`config.mk`:
```
export PLATFORM = sky130hd
export DESIGN_NAME = instr_issue_flat
export DESIGN_NICKNAME = d
export VERILOG_FILES = /design/src/rtl/instr_issue_if.sv /design/src/rtl/instr_issue.sv /design/src/flat_wrapper.sv
export SDC_FILE = /design/constraint.sdc
export NUM_CORES = 1
export LEC_CHECK = 0
export CAP_MARGIN = 5
export CELL_PAD_IN_SITES_DETAIL_PLACEMENT = 0
export CELL_PAD_IN_SITES_GLOBAL_PLACEMENT = 1
export CORE_ASPECT_RATIO = 0.9
export CORE_MARGIN = 4
export CORE_UTILIZATION = 56
export CTS_BUF_LIST = sky130_fd_sc_hd__clkbuf_16
export CTS_CLUSTER_SIZE = 20
export DETAILED_ROUTE_END_ITERATION = 10
export PLACE_DENSITY_LB_ADDON = 0.25
export SLEW_MARGIN = 5
export SYNTH_ARGS = -nofsm -noshare
export SYNTH_HDL_FRONTEND = slang
export SYNTH_SLANG_ARGS = --single-unit
```
`constraint.sdc`:
```
create_clock -name clk -period 10.1 [get_ports clk]
set_input_delay 2.02 -clock clk [delete_from_list [all_inputs] [get_ports clk]]
set_output_delay 2.02 -clock clk [all_outputs]
set_load 0.01 [all_outputs]
```
`src/rtl/instr_issue_if.sv`:
```
// Instruction issue bus: host-side push handshake, run enable, pipeline-side issue outputs, statistics.
// Latency: none, this is wiring only.
// Backpressure: in_ready from the issuer throttles in_valid from the host.
// Ports (signals): in_valid/in_instr/in_ready push channel, run issue enable,
//   instr_out/issue_valid to the pipeline, empty, issue_cnt/bubble_cnt statistics.
interface instr_issue_if #(
    parameter int CNT_W = 16
);
    logic             in_valid;
    logic [31:0]      in_instr;
    logic             in_ready;
    logic             run;
    logic [31:0]      instr_out;
    logic             issue_valid;
    logic             empty;
    logic [CNT_W-1:0] issue_cnt;
    logic [CNT_W-1:0] bubble_cnt;

    // Host side: drives words and the run enable, observes everything else.
    modport master (
        output in_valid, in_instr, run,
        input  in_ready, instr_out, issue_valid, empty, issue_cnt, bubble_cnt
    );

    // Issuer side.
    modport slave (
        input  in_valid, in_instr, run,
        output in_ready, instr_out, issue_valid, empty, issue_cnt, bubble_cnt
    );
endinterface

```
`src/rtl/instr_issue.sv`:
```
// Instruction FIFO plus RAW hazard check feeding a 3-stage non-forwarding ALU pipeline; inserts NOP bubbles.
// Latency: a hazard-free FIFO head appears on instr_out one cycle later; a pushed word is issuable the next cycle.
// Backpressure: in_ready = count < FIFO_DEPTH (a pop in the same cycle does not free a slot for a push).
// Ports: clk, rst (synchronous, active high), bus (instr_issue_if.slave): push channel, run, instr_out,
//   issue_valid, empty, saturating issue_cnt / bubble_cnt.
module instr_issue #(
    parameter int FIFO_DEPTH = 16,
    parameter int HAZ_WIN    = 3,
    parameter int CNT_W      = 16
) (
    input logic          clk,
    input logic          rst,
    instr_issue_if.slave bus
);
    localparam int AW = $clog2(FIFO_DEPTH);
    // A producer issued HAZ_WIN slots ago has written back by the time the
    // current decision reaches the pipeline, so only the HAZ_WIN-1 newest
    // issue slots can still conflict. Keep at least one entry so the
    // arrays stay legal when HAZ_WIN is 1.
    localparam int SB_D = (HAZ_WIN > 1) ? HAZ_WIN - 1 : 1;

    logic [31:0]      mem [FIFO_DEPTH];
    logic [AW-1:0]    wr_ptr;
    logic [AW-1:0]    rd_ptr;
    logic [AW:0]      count;
    logic [31:0]      head;
    logic [5:0]       head_op;
    logic [4:0]       head_rs;
    logic [4:0]       head_rt;
    logic             fifo_empty;
    logic             fifo_ready;
    logic             push;
    logic             pop;
    logic             bubble;
    logic             hazard;

    logic [SB_D-1:0]  sb_we;
    logic [4:0]       sb_wsel [SB_D];

    logic [31:0]      instr_q;
    logic             valid_q;
    logic [CNT_W-1:0] issue_q;
    logic [CNT_W-1:0] bubble_q;

    assign fifo_empty = (count == '0);
    assign fifo_ready = (count < (AW+1)'(FIFO_DEPTH));
    assign push       = bus.in_valid && fifo_ready;

    assign head    = mem[rd_ptr];
    assign head_op = head[31:26];
    assign head_rs = head[20:16];
    assign head_rt = head[15:11];

    // With opcode[3] set, bits [15:11] belong to the immediate and are not a register read.
    always_comb begin
        hazard = 1'b0;
        for (int i = 0; i < SB_D; i++) begin
            if ((HAZ_WIN > 1) && sb_we[i] &&
                ((sb_wsel[i] == head_rs) || (!head_op[3] && (sb_wsel[i] == head_rt)))) begin
                hazard = 1'b1;
            end
        end
        if (head_op == 6'd0) begin
            hazard = 1'b0;
        end
    end

    assign pop    = bus.run && !fifo_empty && !hazard;
    assign bubble = bus.run && !fifo_empty && hazard;

    // Storage needs no reset; the pointers and count define what is valid.
    always_ff @(posedge clk) begin
        if (push) begin
            mem[wr_ptr] <= bus.in_instr;
        end
    end

    always_ff @(posedge clk) begin
        if (rst) begin
            wr_ptr   <= '0;
            rd_ptr   <= '0;
            count    <= '0;
            instr_q  <= 32'h0;
            valid_q  <= 1'b0;
            issue_q  <= '0;
            bubble_q <= '0;
            sb_we    <= '0;
            for (int i = 0; i < SB_D; i++) begin
                sb_wsel[i] <= 5'd0;
            end
        end else begin
            if (push) begin
                wr_ptr <= wr_ptr + 1'b1;
            end
            if (pop) begin
                rd_ptr <= rd_ptr + 1'b1;
            end
            case ({push, pop})
                2'b10:   count <= count + 1'b1;
                2'b01:   count <= count - 1'b1;
                default: count <= count;
            endcase

            instr_q <= pop ? head : 32'h0;
            valid_q <= pop;

            if (pop && (issue_q != '1)) begin
                issue_q <= issue_q + 1'b1;
            end
            if (bubble && (bubble_q != '1)) begin
                bubble_q <= bubble_q + 1'b1;
            end

            // Every slot shifts, bubbles and idle NOPs included, so the
            // window measures issue slots rather than issued instructions.
            for (int i = SB_D - 1; i > 0; i--) begin
                sb_we[i]   <= sb_we[i-1];
                sb_wsel[i] <= sb_wsel[i-1];
            end
            sb_we[0]   <= pop && (head_op != 6'd0);
            sb_wsel[0] <= head[25:21];
        end
    end

    assign bus.in_ready    = fifo_ready;
    assign bus.empty       = fifo_empty;
    assign bus.instr_out   = instr_q;
    assign bus.issue_valid = valid_q;
    assign bus.issue_cnt   = issue_q;
    assign bus.bubble_cnt  = bubble_q;
endmodule

```
`src/flat_wrapper.sv`:
```
// flat-port wrapper written by rule: the top's interface ports become plain ports
module instr_issue_flat 
#(
    parameter int FIFO_DEPTH = 16,
    parameter int HAZ_WIN    = 3,
    parameter int CNT_W      = 16
)
  (clk, rst, bus_in_valid, bus_in_instr, bus_run, bus_in_ready, bus_instr_out, bus_issue_valid, bus_empty, bus_issue_cnt, bus_bubble_cnt);
  instr_issue_if #(.CNT_W(CNT_W)) bus_i ();
  input logic clk;
  input logic rst;
  input wire logic [$bits(bus_i.in_valid)-1:0] bus_in_valid;
  input wire logic [$bits(bus_i.in_instr)-1:0] bus_in_instr;
  input wire logic [$bits(bus_i.run)-1:0] bus_run;
  output wire logic [$bits(bus_i.in_ready)-1:0] bus_in_ready;
  output wire logic [$bits(bus_i.instr_out)-1:0] bus_instr_out;
  output wire logic [$bits(bus_i.issue_valid)-1:0] bus_issue_valid;
  output wire logic [$bits(bus_i.empty)-1:0] bus_empty;
  output wire logic [$bits(bus_i.issue_cnt)-1:0] bus_issue_cnt;
  output wire logic [$bits(bus_i.bubble_cnt)-1:0] bus_bubble_cnt;
  assign bus_i.in_valid = bus_in_valid;
  assign bus_i.in_instr = bus_in_instr;
  assign bus_i.run = bus_run;
  assign bus_in_ready = bus_i.in_ready;
  assign bus_instr_out = bus_i.instr_out;
  assign bus_issue_valid = bus_i.issue_valid;
  assign bus_empty = bus_i.empty;
  assign bus_issue_cnt = bus_i.issue_cnt;
  assign bus_bubble_cnt = bus_i.bubble_cnt;
  instr_issue #(.FIFO_DEPTH(FIFO_DEPTH), .HAZ_WIN(HAZ_WIN), .CNT_W(CNT_W)) u_core (.clk(clk), .rst(rst), .bus(bus_i));
endmodule
```
==> results.yml <==
route:
  met2_length_mm: 25.3
  first_iter_violations: 1180
  detail-route-antenna-nets: 0
  drt_pass1_iterations: 5
  route.vias.total: 12400
  highest-signal-layer: "met5"
  route.detailed.drc: 0
  met3WireLength_mm: 3.73
  wl_per_cell_um: 26.1
  drt-met1-wl_mm: 22.2
  wirelength_routed_mm: 52.2
  via_per_inst: 6.17
timing:
  finalMaxSlewViolations: 0
  clock_skew_ns: 0.0291
  slew-limit-headroom_pct: 33.0
  finalCriticalPeriod_ns: 5.99
  hold_viol: 0
  worst-slew-pin-transition_ns: 1.00
  setup-tns-final_ns: 0
  grt_setup_unrepaired: "no"
  post-route-period-util_pct: 59.3
  upper_clock_frequency_limit_mhz: 167
  setup-violations-final: 0
worst_hold_path:
  hp-start: "u_core.sb_we[0]"
  worstHoldPathType: "register to register"
  timing.hold.worst_path_depth: 1
  hold-path-endpoint: "u_core.sb_we[1]"
cts:
  h-tree-depth: 2
  clock_latency_ns: 0.63
  cts.repair.resized: 0
  clkTransAtPathRegs_ns: 0.06
  clock_tree.buffer_depth: 3
  clkSinkCount: 606
  cts_tree: "yes"
  numCtsBuffers: 58
  cts-root-buf: "sky130_fd_sc_hd__clkbuf_16"
  holdBufCountCts: 0
  cts.repair_timing.setup_buffer_count: 0
synth:
  post_synth_inst_count: 1288
  synth_top_flop_cell: "sky130_fd_sc_hd__edfxtp_1"
  netlist_area_um2: 23600
  synth-edff-count: 512
  synth.yosys.seq_area_share_pct: 73.0
  yosys.cell_types.count: 56
  synth_async_sr_flop_share_pct: 0
  synthesis.nets: 1335
  synth.yosys.warnings: 0
  synth_area_per_cell_um2: 18.4
  synth.top_cells.by_area: "sky130_fd_sc_hd__edfxtp_1 (65%), sky130_fd_sc_hd__mux4_2 (12%), sky130_fd_sc_hd__dfxtp_1 (8.0%)"
  ys_ff_latch: 606
  post-synth-top-area-fraction_pct: 65.1
  netlist.top_cell.by_area: "sky130_fd_sc_hd__edfxtp_1"
floorplan:
  initial_utilization_pct: 56.6
  core_area_um2: 41800
  io-pin-count: 103
  floorplan.die_area_um2: 45600
  dieHeight_um: 203
  floorplan.rows: 71
  die_width_um: 225
worst_setup_path:
  cells_traversed_along_the_worst_timing_path: "buf_4, mux4_2, mux2i_1, mux2i_1, xnor2_1, o2111ai_1, o31a_1, o221ai_2, buf_4, inv_1, ha_1, xor2_1, ha_1, o21ai_0, a21oi_1, a21oi_1, xor2_1, or3_1, a21oi_1"
  crit_buf_inv: 3
  r2r_slack_ns: 4.11
  timing.reg2reg.worst_path_depth: 19
  worstPathMaxFanout: 53
  worst_r2r_endpoint: "u_core.count[4]"
  cpMostUsedCell: "sky130_fd_sc_hd__a21oi_1"
  worst_ep_required_time_ns: 10.63
  slowest_delay_ns: 1.00
  timing.critical_path.max_delay_family: "compound AO/OA/AOI/OAI gates"
  worst-setup-path-type: "register to register"
  critical_path.slowest_cell: "sky130_fd_sc_hd__dfxtp_4"
  end_kind: "register"
  arrival_ns: 6.52
  worstSetupStartpointType: "register"
placed_design:
  place.gp.congestion: 0.836
  port-buffer-count: 102
  detailedPlacementHpwl_mm: 28.6
power_and_ir_drop:
  max-vdd-ir-drop_uv: 153
  powerDensity_nw_per_um2: 224
  total_leakage_power_uw: 0.00859
flow_run:
  max_cap_viol_count: 0
final_layout:
  layout.core_utilization_pct: 65.4
  final.fill_count: 2856
  syn2layout_area_growth_pct: 15.6
  fin_nets: 1454
  count_of_inserted_antenna_diode_cells: 0
  final_layout_size_suffix_gt1_share_pct: 18.7
grt:
  grt_antenna_before_repair: 3
  grt_start_max_net_pins: 69
  grt_pass1_wl_mm: 78.2
  vias_in_the_first_global_route: 12300
  globalRouteTotalUtil_pct: 23.0
  grt_remaining_overflow: 0
outcome:
  status: "finished clean"
[through the flow]
step | area [um^2] | hold WS [ns] | power (uW) | worst slack (ns) | cells
after floorplan | 23600 | 0.438 | 3600 | 4.85 | 1288
after global placement | 25300 | 0.459 | 3910 | 4.30 | 1894
after detailed placement | 25300 | 0.464 | 3920 | 4.15 | 1894
after CTS | 27300 | 0.466 | 6170 | 4.12 | 2004
after global routing | 27300 | 0.481 | 6360 | 3.77 | 2004
final | 27300 | 0.468 | 6120 | 4.11 | 2004
[state kept, by name, indices dropped and copies added, names as in the netlist, named ones only]
| register | flops |
|---|---|
| u_core.mem | 512 |
| u_core.bus.bubble_cnt | 16 |
| u_core.bus.instr_out | 32 |
| u_core.sb_wsel | 10 |
| u_core.bus.issue_valid | 1 |
| u_core.bus.issue_cnt | 16 |
| u_core.count | 5 |
| u_core.sb_we | 2 |
| u_core.rd_ptr | 4 |
| u_core.wr_ptr | 4 |
[how the worst max path moves through the flow]
stage                             from          endpoint  slack (ns)  cells past startpoint
after floorplan           bus_in_valid  u_core.mem[3][0]        4.85                      4
after global placement        register   u_core.count[4]        4.30                     19
after detailed placement      register   u_core.count[4]        4.15                     19
after CTS                     register   u_core.count[4]        4.12                     19
after global routing          register   u_core.count[4]        3.77                     19
final                         register   u_core.count[4]        4.11                     19
[synth_stat cells, drive strengths merged, types with 20 or more instances]
master and count:
nor2b 33, mux2i 47, nor2 61, and2 22
a21oi 41, nand2 34, buf 38, clkbuf 30
o21ai 25, edfxtp 512, mux4 126, or3 20
dfxtp 94
[placed cells by master, fill, tap and decap left out, types with 21 or more instances in the layout]
cell,n
sky130_fd_sc_hd__mux4_2,126
sky130_fd_sc_hd__mux2i_1,47
sky130_fd_sc_hd__clkbuf_16,62
sky130_fd_sc_hd__and2_1,21
sky130_fd_sc_hd__nor2b_1,33
sky130_fd_sc_hd__nor2_1,49
sky130_fd_sc_hd__o21ai_0,24
sky130_fd_sc_hd__clkdlybuf4s50_1,101
sky130_fd_sc_hd__dfxtp_1,90
sky130_fd_sc_hd__buf_4,25
sky130_fd_sc_hd__a21oi_1,41
sky130_fd_sc_hd__edfxtp_1,512
sky130_fd_sc_hd__inv_1,27
sky130_fd_sc_hd__nand2_1,34
[where the power goes]
group / switching, uW / leakage (uW) / internal (uW)
sequential: 102 / 0.00539 / 2840
combinational: 487 / 0.00218 / 441
clock: 917 / 0.00102 / 1340
total: 1510 / 0.00859 / 4610
[final cells by class]
| cell class | count | area, um^2 | area share, % |
|---|---|---|---|
| clock buffers | 62 | 1550 | 5.68 |
| clock inverters | 48 | 468 | 1.71 |
| inverters | 17 | 63.8 | 0.234 |
| multi-input cells | 597 | 6070 | 22.2 |
| flip-flops and latches | 606 | 17300 | 63.2 |
| well taps | 547 | 684 | 2.51 |
| repair buffers | 127 | 1200 | 4.41 |
[metal layers]
metal / vias to the layer above / track usage (%)
met1: 6440 / 33.3
met5: - / 0
met3: 76 / 4.87
met2: 435 / 37.1
li1: 5414 / -
met4: 4 / 4.66
[logic make-up (layout without fill, tap and decap cells)]
kind of cell | Yosys count | after routing | share of synthesized area [%]
flops | 606 | 606 | 73.0
buf+inv | 85 | 254 | 1.79
fa+ha+maj | 11 | 11 | 0.582
compound gates | 132 | 132 | 3.70
simple gates | 250 | 250 | 5.68
xor+xnor | 22 | 22 | 0.815
mux | 182 | 182 | 14.4
(Power assumes the default switching activity.)
